## config.mk

```make
export PLATFORM = sky130hd
export DESIGN_NAME = dp_memory
export DESIGN_NICKNAME = d
export VERILOG_FILES = /design/src/rtl/dp_memory_pkg.sv /design/src/rtl/mem_clear_ctrl.sv /design/src/rtl/dp_memory.sv
export SDC_FILE = /design/constraint.sdc
export NUM_CORES = 2
export LEC_CHECK = 0
export CAP_MARGIN = 20
export CORE_MARGIN = 4
export CORE_UTILIZATION = 45
export CTS_CLUSTER_SIZE = 8
export DETAILED_ROUTE_END_ITERATION = 6
export PLACE_DENSITY = 0.67
export SETUP_SLACK_MARGIN = 0.1
export SKIP_CTS_REPAIR_TIMING = 1
export SYNTH_ARGS = -nofsm -noshare
export SYNTH_HDL_FRONTEND = slang
export SYNTH_SLANG_ARGS = --single-unit
```

## constraint.sdc

```tcl
create_clock -name clk_i -period 9.75 [get_ports clk_i]
set_input_delay 1.95 -clock clk_i [delete_from_list [all_inputs] [get_ports clk_i]]
set_output_delay 1.95 -clock clk_i [all_outputs]
set_load 0.02 [all_outputs]
```

## src/rtl/dp_memory_pkg.sv

```systemverilog
// dp_memory_pkg: shared FSM state type for dp_memory and its clear controller
package dp_memory_pkg;
    typedef enum logic {IDLE, CLEAR} state_t;
endpackage

```

## src/rtl/mem_clear_ctrl.sv

```systemverilog
// mem_clear_ctrl: clear-sweep FSM, walks every address once and drives a zero-write enable
module mem_clear_ctrl #(
    parameter int SIZE     = 256,
    parameter int ADR_SIZE = $clog2(SIZE)
) (
    input  logic                clk_i,
    input  logic                rst_i,
    input  logic                clear_i,
    output logic                busy_o,
    output logic [ADR_SIZE-1:0] clr_adr_o,
    output logic                clr_we_o
);
    import dp_memory_pkg::*;

    localparam logic [ADR_SIZE-1:0] LAST = ADR_SIZE'(SIZE - 1);

    state_t              r_state, w_state_nx;
    logic [ADR_SIZE-1:0] r_cnt, w_cnt_nx;

    // state and sweep counter registers
    always_ff @(posedge clk_i) begin
        if (rst_i) begin
            r_state <= IDLE;
            r_cnt   <= '0;
        end else begin
            r_state <= w_state_nx;
            r_cnt   <= w_cnt_nx;
        end
    end

    // start a sweep from IDLE, step one address per cycle, return after the last one
    always_comb begin
        w_state_nx = r_state;
        w_cnt_nx   = r_cnt;
        if (r_state == IDLE && clear_i) begin
            w_state_nx = CLEAR;
            w_cnt_nx   = '0;
        end else if (r_state == CLEAR) begin
            w_state_nx = (r_cnt == LAST) ? IDLE : CLEAR;
            w_cnt_nx   = (r_cnt == LAST) ? '0 : r_cnt + 1'b1;
        end
    end

    assign busy_o    = (r_state == CLEAR);
    assign clr_adr_o = r_cnt;
    // a reset edge aborts the sweep without zeroing the word in flight
    assign clr_we_o  = busy_o && !rst_i;
endmodule

```

## src/rtl/dp_memory.sv

```systemverilog
// dp_memory: SIZE x WORD dual-port RAM, 1-cycle registered read, background clear sweep.
// Define DP_MEMORY_BYPASS_EN for write-first same-address reads (read-first otherwise).
module dp_memory #(
    parameter  int WORD     = 8,
    parameter  int SIZE     = 256,
    localparam int ADR_SIZE = $clog2(SIZE)
) (
    input  logic                clk_i,
    input  logic                rst_i,
    input  logic                wr_i,
    input  logic [ADR_SIZE-1:0] wr_adr_i,
    input  logic [WORD-1:0]     wr_data_i,
    input  logic                rd_i,
    input  logic [ADR_SIZE-1:0] rd_adr_i,
    output logic [WORD-1:0]     rd_data_o,
    output logic                rd_valid_o,
    input  logic                clear_i,
    output logic                busy_o
);
    import dp_memory_pkg::*;

    localparam logic [ADR_SIZE:0] SIZE_L = (ADR_SIZE + 1)'(SIZE);

    logic [WORD-1:0]     r_mem [SIZE];
    logic [WORD-1:0]     r_rd_data;
    logic                r_rd_valid;
    logic                w_busy, w_clr_we, w_wr_en, w_rd_in, w_hit;
    logic [ADR_SIZE-1:0] w_clr_adr;
    logic [WORD-1:0]     w_rd_word;

    mem_clear_ctrl #(.SIZE(SIZE)) u_clr (
        .clk_i     (clk_i),
        .rst_i     (rst_i),
        .clear_i   (clear_i),
        .busy_o    (w_busy),
        .clr_adr_o (w_clr_adr),
        .clr_we_o  (w_clr_we)
    );

    // user write only in IDLE, in range, and not losing to a clear request
    assign w_wr_en = wr_i && !rst_i && !clear_i && !w_busy && ({1'b0, wr_adr_i} < SIZE_L);
    assign w_rd_in = {1'b0, rd_adr_i} < SIZE_L;
`ifdef DP_MEMORY_BYPASS_EN
    assign w_hit = w_wr_en && (wr_adr_i == rd_adr_i);
`else
    assign w_hit = 1'b0;
`endif
    assign w_rd_word = w_hit ? wr_data_i : r_mem[rd_adr_i];

    // storage: the clear sweep owns the write port while busy
    always_ff @(posedge clk_i) begin
        if (w_clr_we)
            r_mem[w_clr_adr] <= '0;
        else if (w_wr_en)
            r_mem[wr_adr_i] <= wr_data_i;
    end

    // registered read port; data holds between accepted reads, out-of-range reads give zero
    always_ff @(posedge clk_i) begin
        if (rst_i) begin
            r_rd_valid <= 1'b0;
            r_rd_data  <= '0;
        end else if (rd_i && !w_busy) begin
            r_rd_valid <= 1'b1;
            r_rd_data  <= w_rd_in ? w_rd_word : '0;
        end else begin
            r_rd_valid <= 1'b0;
        end
    end

    assign rd_data_o  = r_rd_data;
    assign rd_valid_o = r_rd_valid;
    assign busy_o     = w_busy;
endmodule

```

======== Word level (Yosys, flattened, before mapping) ========
Memory sizes are Yosys's and may differ from the RTL's. A register that Yosys moved wholly into a read port is not among the register bits.
Index checks and enable logic that the tools add are counted.
storage, ports and cells
  memories ................................ 1
  flip-flop bits (word level) ............. 10
  input port bits ......................... 29
  output and inout port bits .............. 10
  RAM bits ................................ 2048
operators by class
  reduce and logical (&&, ||, !) cells .... 11
  mux-type cells .......................... 13
  add/subtract/negate cells ............... 1
  equal/unequal tests ..................... 1
  bitwise operators ....................... 1
memory list
  memory  words  width  rd ports  clocked after Yosys merged registers in  write ports  line             RTL
  r_mem   256    8      1         1                                        1            dp_memory.sv:24  logic [WORD-1:0] r_mem [SIZE];
operator list
  cell                 number
  $mux 8               3
  $mux 1               10
  $add 8x1->8 const B  1
  $eq 8x8->1 const B   1
  $reduce_or 8->1      1
  $logic_and 1x1->1    6
  $logic_not 1->1      3
  $reduce_or 2->1      1
  $not 1->1            1

======== Depth between registers and ports, before layout ========
  depth in word-level cells ............... 9
  depth in mapped cells ................... 12

======== Modules after synthesis ========
From an unflattened synthesis, not the netlist that was laid out.
second synthesis, totals
  cell total of the unflattened synthesis .. 4183
  area, all modules ....................... 81769.7 µm²
by module, submodules not included
  module          area each (µm²)  seq. area each (µm²)  cells each  times used
  dp_memory       81344.3          61679.2               4136        1
  mem_clear_ctrl  425.4            180.2                 47          1

======== Worst setup path after synthesis ========
No wires, ideal clock.
  path type ............................... in2reg
  start ................................... input rst_i
  end ..................................... memory r_mem[0][0], data pin
  data arrival time ....................... 5.818 ns
  path slack .............................. 3.063 ns
  stages on the path ...................... 3
  setup time .............................. 0.869 ns
  cells stage by stage .................... nor4b_2 > clkbuf_1 > and2_1
between the ends
  cells in the longest elaborated chain, start to end .. 9
ends and longest elaborated chain
  item                            line                                   RTL
  start: declaration              dp_memory.sv:9                         input logic rst_i,
  $logic_not 1->1 *               mem_clear_ctrl.sv:47, dp_memory.sv:41
  $logic_and 1x1->1 (3 in a row)  dp_memory.sv:41                        assign w_wr_en = wr_i && !rst_i && !clear_i && !w_busy && ({1'b0, wr_adr_i} < SIZE_L);
  $mux 1                          dp_memory.sv:54                        else if (w_wr_en)
  $mux 1 *                        dp_memory.sv:52                        if (w_clr_we)
  $mux 1 (not written as such) *  dp_memory.sv:55                        r_mem[wr_adr_i] <= wr_data_i;
  $reduce_or 8->1 (no line) *     n/a
  $mux 8 (no line) *              n/a
  end: declaration                dp_memory.sv:24
Every way passes the cells marked *; elsewhere a longest branch is shown, timed or not.

======== Final worst setup path ========
  start ................................... input rst_i
  end ..................................... memory r_mem[208][5] (enable)
between the ends
  cells in the longest elaborated chain, start to end .. 9
ends and longest elaborated chain
  item                                               line
  $logic_not 1->1 *                                  mem_clear_ctrl.sv:47, dp_memory.sv:41
  $logic_and 1x1->1 (3 in a row)                     dp_memory.sv:41
  $mux 1                                             dp_memory.sv:54
  $mux 1                                             dp_memory.sv:52
  $mux 1 (not written as such)                       dp_memory.sv:55
  $reduce_or 8->1 (no line)                          n/a
  $mux 8 (no line) / $mux 1 (equally long branches)  n/a
Marks and branches as above.

==> metrics.md <==
| Metric | Value |
|---|---|
| CP startpoint kind | `primary input` |
| Clk sinks | `2,066` |
| Sequential cell area fraction in the yosys report | `76.5%` |
| R2R Setup Slk | `5.51 ns` |
| DRT Wirelength | `207,000 um` |
| Measured slew at the worst slew-check pin | `1.75 ns` |
| Fillers | `13,600` |
| CP Launch Point | `rst_i` |
| Initial antenna violation count | `7` |
| Final worst slack | `4.46 ns` |
| Leak | `0.0293 uW` |
| Part of the power in the clock network | `46.9%` |
| Slew headroom | `-16.9%` |
| Post-synth ARST share | `0%` |
| Leading area contributor after synthesis | `edfxtp_1` |
| Placed wire-length estimate | `123,000 um` |
| Worst r2r src | `u_clr.busy_o` |
| Vias in the first global route | `41,500` |
| First-pass GRT wire length | `298,000 um` |
| RSZ-0062 raised after global routing | `false` |
| Switching fraction of total power | `20.3%` |
| I/O pins | `39` |
| Final hold vios | `0` |
| DR vias | `41,600` |
| PortBufs | `38` |
| Antenna Nets Post-Route | `0` |
| Main flop type after synthesis | `edfxtp_1` |
| # rows | `155` |
| Mapped cell area | `80,900 um^2` |
| Chip height | `432 um` |
| Share of the synthesized area in the top cell type | `76.1%` |
| Total gr overflow | `0` |
| Syn_area_per_cell | `20.1 um^2` |
| Post-Place Setup Slack | `3.57 ns` |
| R2R depth | `5` |
| # DRC | `0` |
| GP Congestion | `0.916` |
| DRT iter0 DRCs | `5,738` |
| Clk_lat worst skew | `0.91 ns` |
| Final #Nets | `4,238` |
| Area growth syn-to-layout | `13.3%` |
| Max-cap violations | `0` |
| Power per cell area | `215 nW/um^2` |
| Int Pwr | `15,700 uW` |
| Run status | `finished with violations` |
| Critical path fanouts, max | `40` |
| #FFs+latches synth | `2,066` |
| Logic pwr share | `3.8%` |
| DIE AREA | `187,000 um^2` |
| P_sw | `4000 uW` |
| Peak VDD IR | `0.215 mV` |
| CTS H-tree lvls | `5` |
| Sequential cell area | `61,900 um^2` |
| Share of layout cells above drive strength 1 | `19.1%` |
| Final Cycle Share | `54.3%` |
| Clock skew | `0.0608 ns` |
| Die Width | `432 um` |
| Via density | `6.26` |
| Commonest non-fill, non-tap cell in the layout | `edfxtp_1` |
| Starting Density | `45.3%` |
| Ys Warns | `0` |
| Most frequent cells in the layout | `edfxtp_1 (2,048), mux4_2 (349), mux2i_1 (336)` |
| Multi-input gate area | `17,500 um^2` |
| Tot GR Track Use | `22.1%` |
| Crit path capture type | `flip-flop` |
| CP Capture Point | `r_mem[208][5]` |
| EDFF count, synth | `2,048` |
| Sequential share of power | `49.3%` |
| Root buffer cell | `clkbuf_16` |
| Final cell count without fillers | `6,643` |
| Reg2reg end | `r_mem[208][5]` |
| Failing checks | `max-slew violations` |
| Pins Over Slew Limit | `76` |
| Placed Instances | `6,248` |
| Largest net degree at the start of global routing | `169` |
| Setup tns final | `0 ns` |
| Mapped Nets | `4,053` |
| WP data arrival | `5.83 ns` |
| Hold crit path type | `reg2reg` |
| TritonRoute pass-1 iters | `6` |
| Clock slew at reported path FFs | `0.05 ns` |
| Final min period | `5.29 ns` |
| Post-Syn Instances | `4,023` |
| Final setup fails | `0` |
| Worst EP required | `10.28 ns` |
| Clock buffer depth | `4` |
| Crit Path Class | `in2reg` |
| Wirelength per Cell | `31.2 um` |
| Max Freq | `189 MHz` |
| Synth cell types | `65` |
| Largest cells by area after synthesis | `edfxtp_1 (76%), mux4_2 (9.7%), mux2i_1 (4.2%), nor2_1 (1.3%), o22ai_1 (0.84%)` |
| Core ar. | `179,000 um^2` |
| CTS tree | `done` |
| CTS Buf Count | `308` |
-- through the flow --
stage	cell area [um^2]	power [uW]	utilization (%)	hold slack [ns]
final	91600	19700	51.3	0.618
after global routing	91600	20200	51.3	0.643
after CTS	91600	19800	51.3	0.618
after detailed placement	83400	10600	46.7	0.605
after global placement	83300	10600	46.7	0.589
after floorplan	80900	10400	-	0.549
-- synth_stat cells (9+ instances only) --
| library cell | instances |
|---|---|
| a22oi_1 | 51 |
| nand2b_1 | 11 |
| buf_6 | 28 |
| nand3_1 | 35 |
| mux4_2 | 349 |
| a21oi_1 | 51 |
| and2_1 | 22 |
| a211oi_1 | 33 |
| nand3b_1 | 13 |
| a22o_1 | 9 |
| nand4_1 | 9 |
| nor2_1 | 289 |
| o31ai_1 | 11 |
| buf_4 | 34 |
| a221oi_1 | 16 |
| o21ai_0 | 39 |
| o22ai_1 | 109 |
| nand2_1 | 95 |
| nor3_1 | 18 |
| a2111oi_0 | 19 |
| clkbuf_1 | 95 |
| buf_2 | 50 |
| o221ai_1 | 63 |
| dfxtp_1 | 18 |
| o22a_1 | 9 |
| mux2_2 | 32 |
| edfxtp_1 | 2048 |
| mux2i_1 | 336 |
| buf_8 | 21 |
-- sequential cells by signal, indices dropped and copies added, names as in the netlist --
register	flops
u_clr.busy_o	1
r_mem	2048
rd_valid_o	1
rd_data_o	8
u_clr.clr_adr_o	8
-- power by group through the flow --
| stage | logic (uW) | registers (uW) | clock network [uW] |
|---|---|---|---|
| 6_report | 751 | 9720 | 9230 |
| 4_1_cts | 745 | 9720 | 9320 |
| 3_5_place_dp | 743 | 9880 | 0 |
| 2_1_floorplan | 488 | 9890 | 0 |
| 3_3_place_gp | 739 | 9880 | 0 |
| 5_1_grt | 782 | 9700 | 9760 |
-- how the worst min path moves through the flow --
stage	from	to	slack, ns	cells after the start
2_1_floorplan	u_clr.clr_adr_o[1]	u_clr.clr_adr_o[1]	0.55	2
3_3_place_gp	u_clr.clr_adr_o[5]	u_clr.clr_adr_o[5]	0.59	2
3_5_place_dp	u_clr.clr_adr_o[4]	u_clr.clr_adr_o[4]	0.60	2
4_1_cts	u_clr.clr_adr_o[4]	u_clr.clr_adr_o[4]	0.62	2
5_1_grt	rd_data_o[3]	rd_data_o[3]	0.64	2
6_report	u_clr.clr_adr_o[5]	u_clr.clr_adr_o[5]	0.62	2
-- kinds of logic (layout without fill, tap and decap cells) --
family,Yosys count,after routing,share of synthesized area (%)
xor+xnor,7,7,0.0758
compound gates,448,448,3.91
other cells,0,3,0
buf+inv,246,508,2.03
flops,2066,2066,76.5
simple gates,531,531,2.92
fa+ha+maj,1,1,0.0155
mux,724,724,14.6
-- routing by layer --
metal / vias to the layer above / global-route usage [%] / share of wire (%)
li1: 17000 / - / -
met5: - / 0 / 0.0043
met1: 21800 / 30.7 / 39
met2: 2403 / 34.0 / 47
met3: 416 / 5.36 / 10
met4: 2 / 8.80 / 3.9
-- area by class of cell --
cell class | count | share of cell area (%)
sequential | 2066 | 67.5
multi-input combinational | 1711 | 19.1
clock buffer | 380 | 8.87
tap | 2355 | 3.22
timing repair buffer | 117 | 1.22
clock inverter | 7 | 0.0792
inverter | 4 | 0.0191
antenna | 3 | 0.00819
-- critical path, cell delays in order --
cell,delay [ns]
clkdlybuf4s50_1,0.64
nor4b_4,0.09
buf_4,0.26
o31ai_1,0.83
nand3_2,1.04
nor2_1,0.99
No activity file was read; power rests on OpenSTA's default activity.
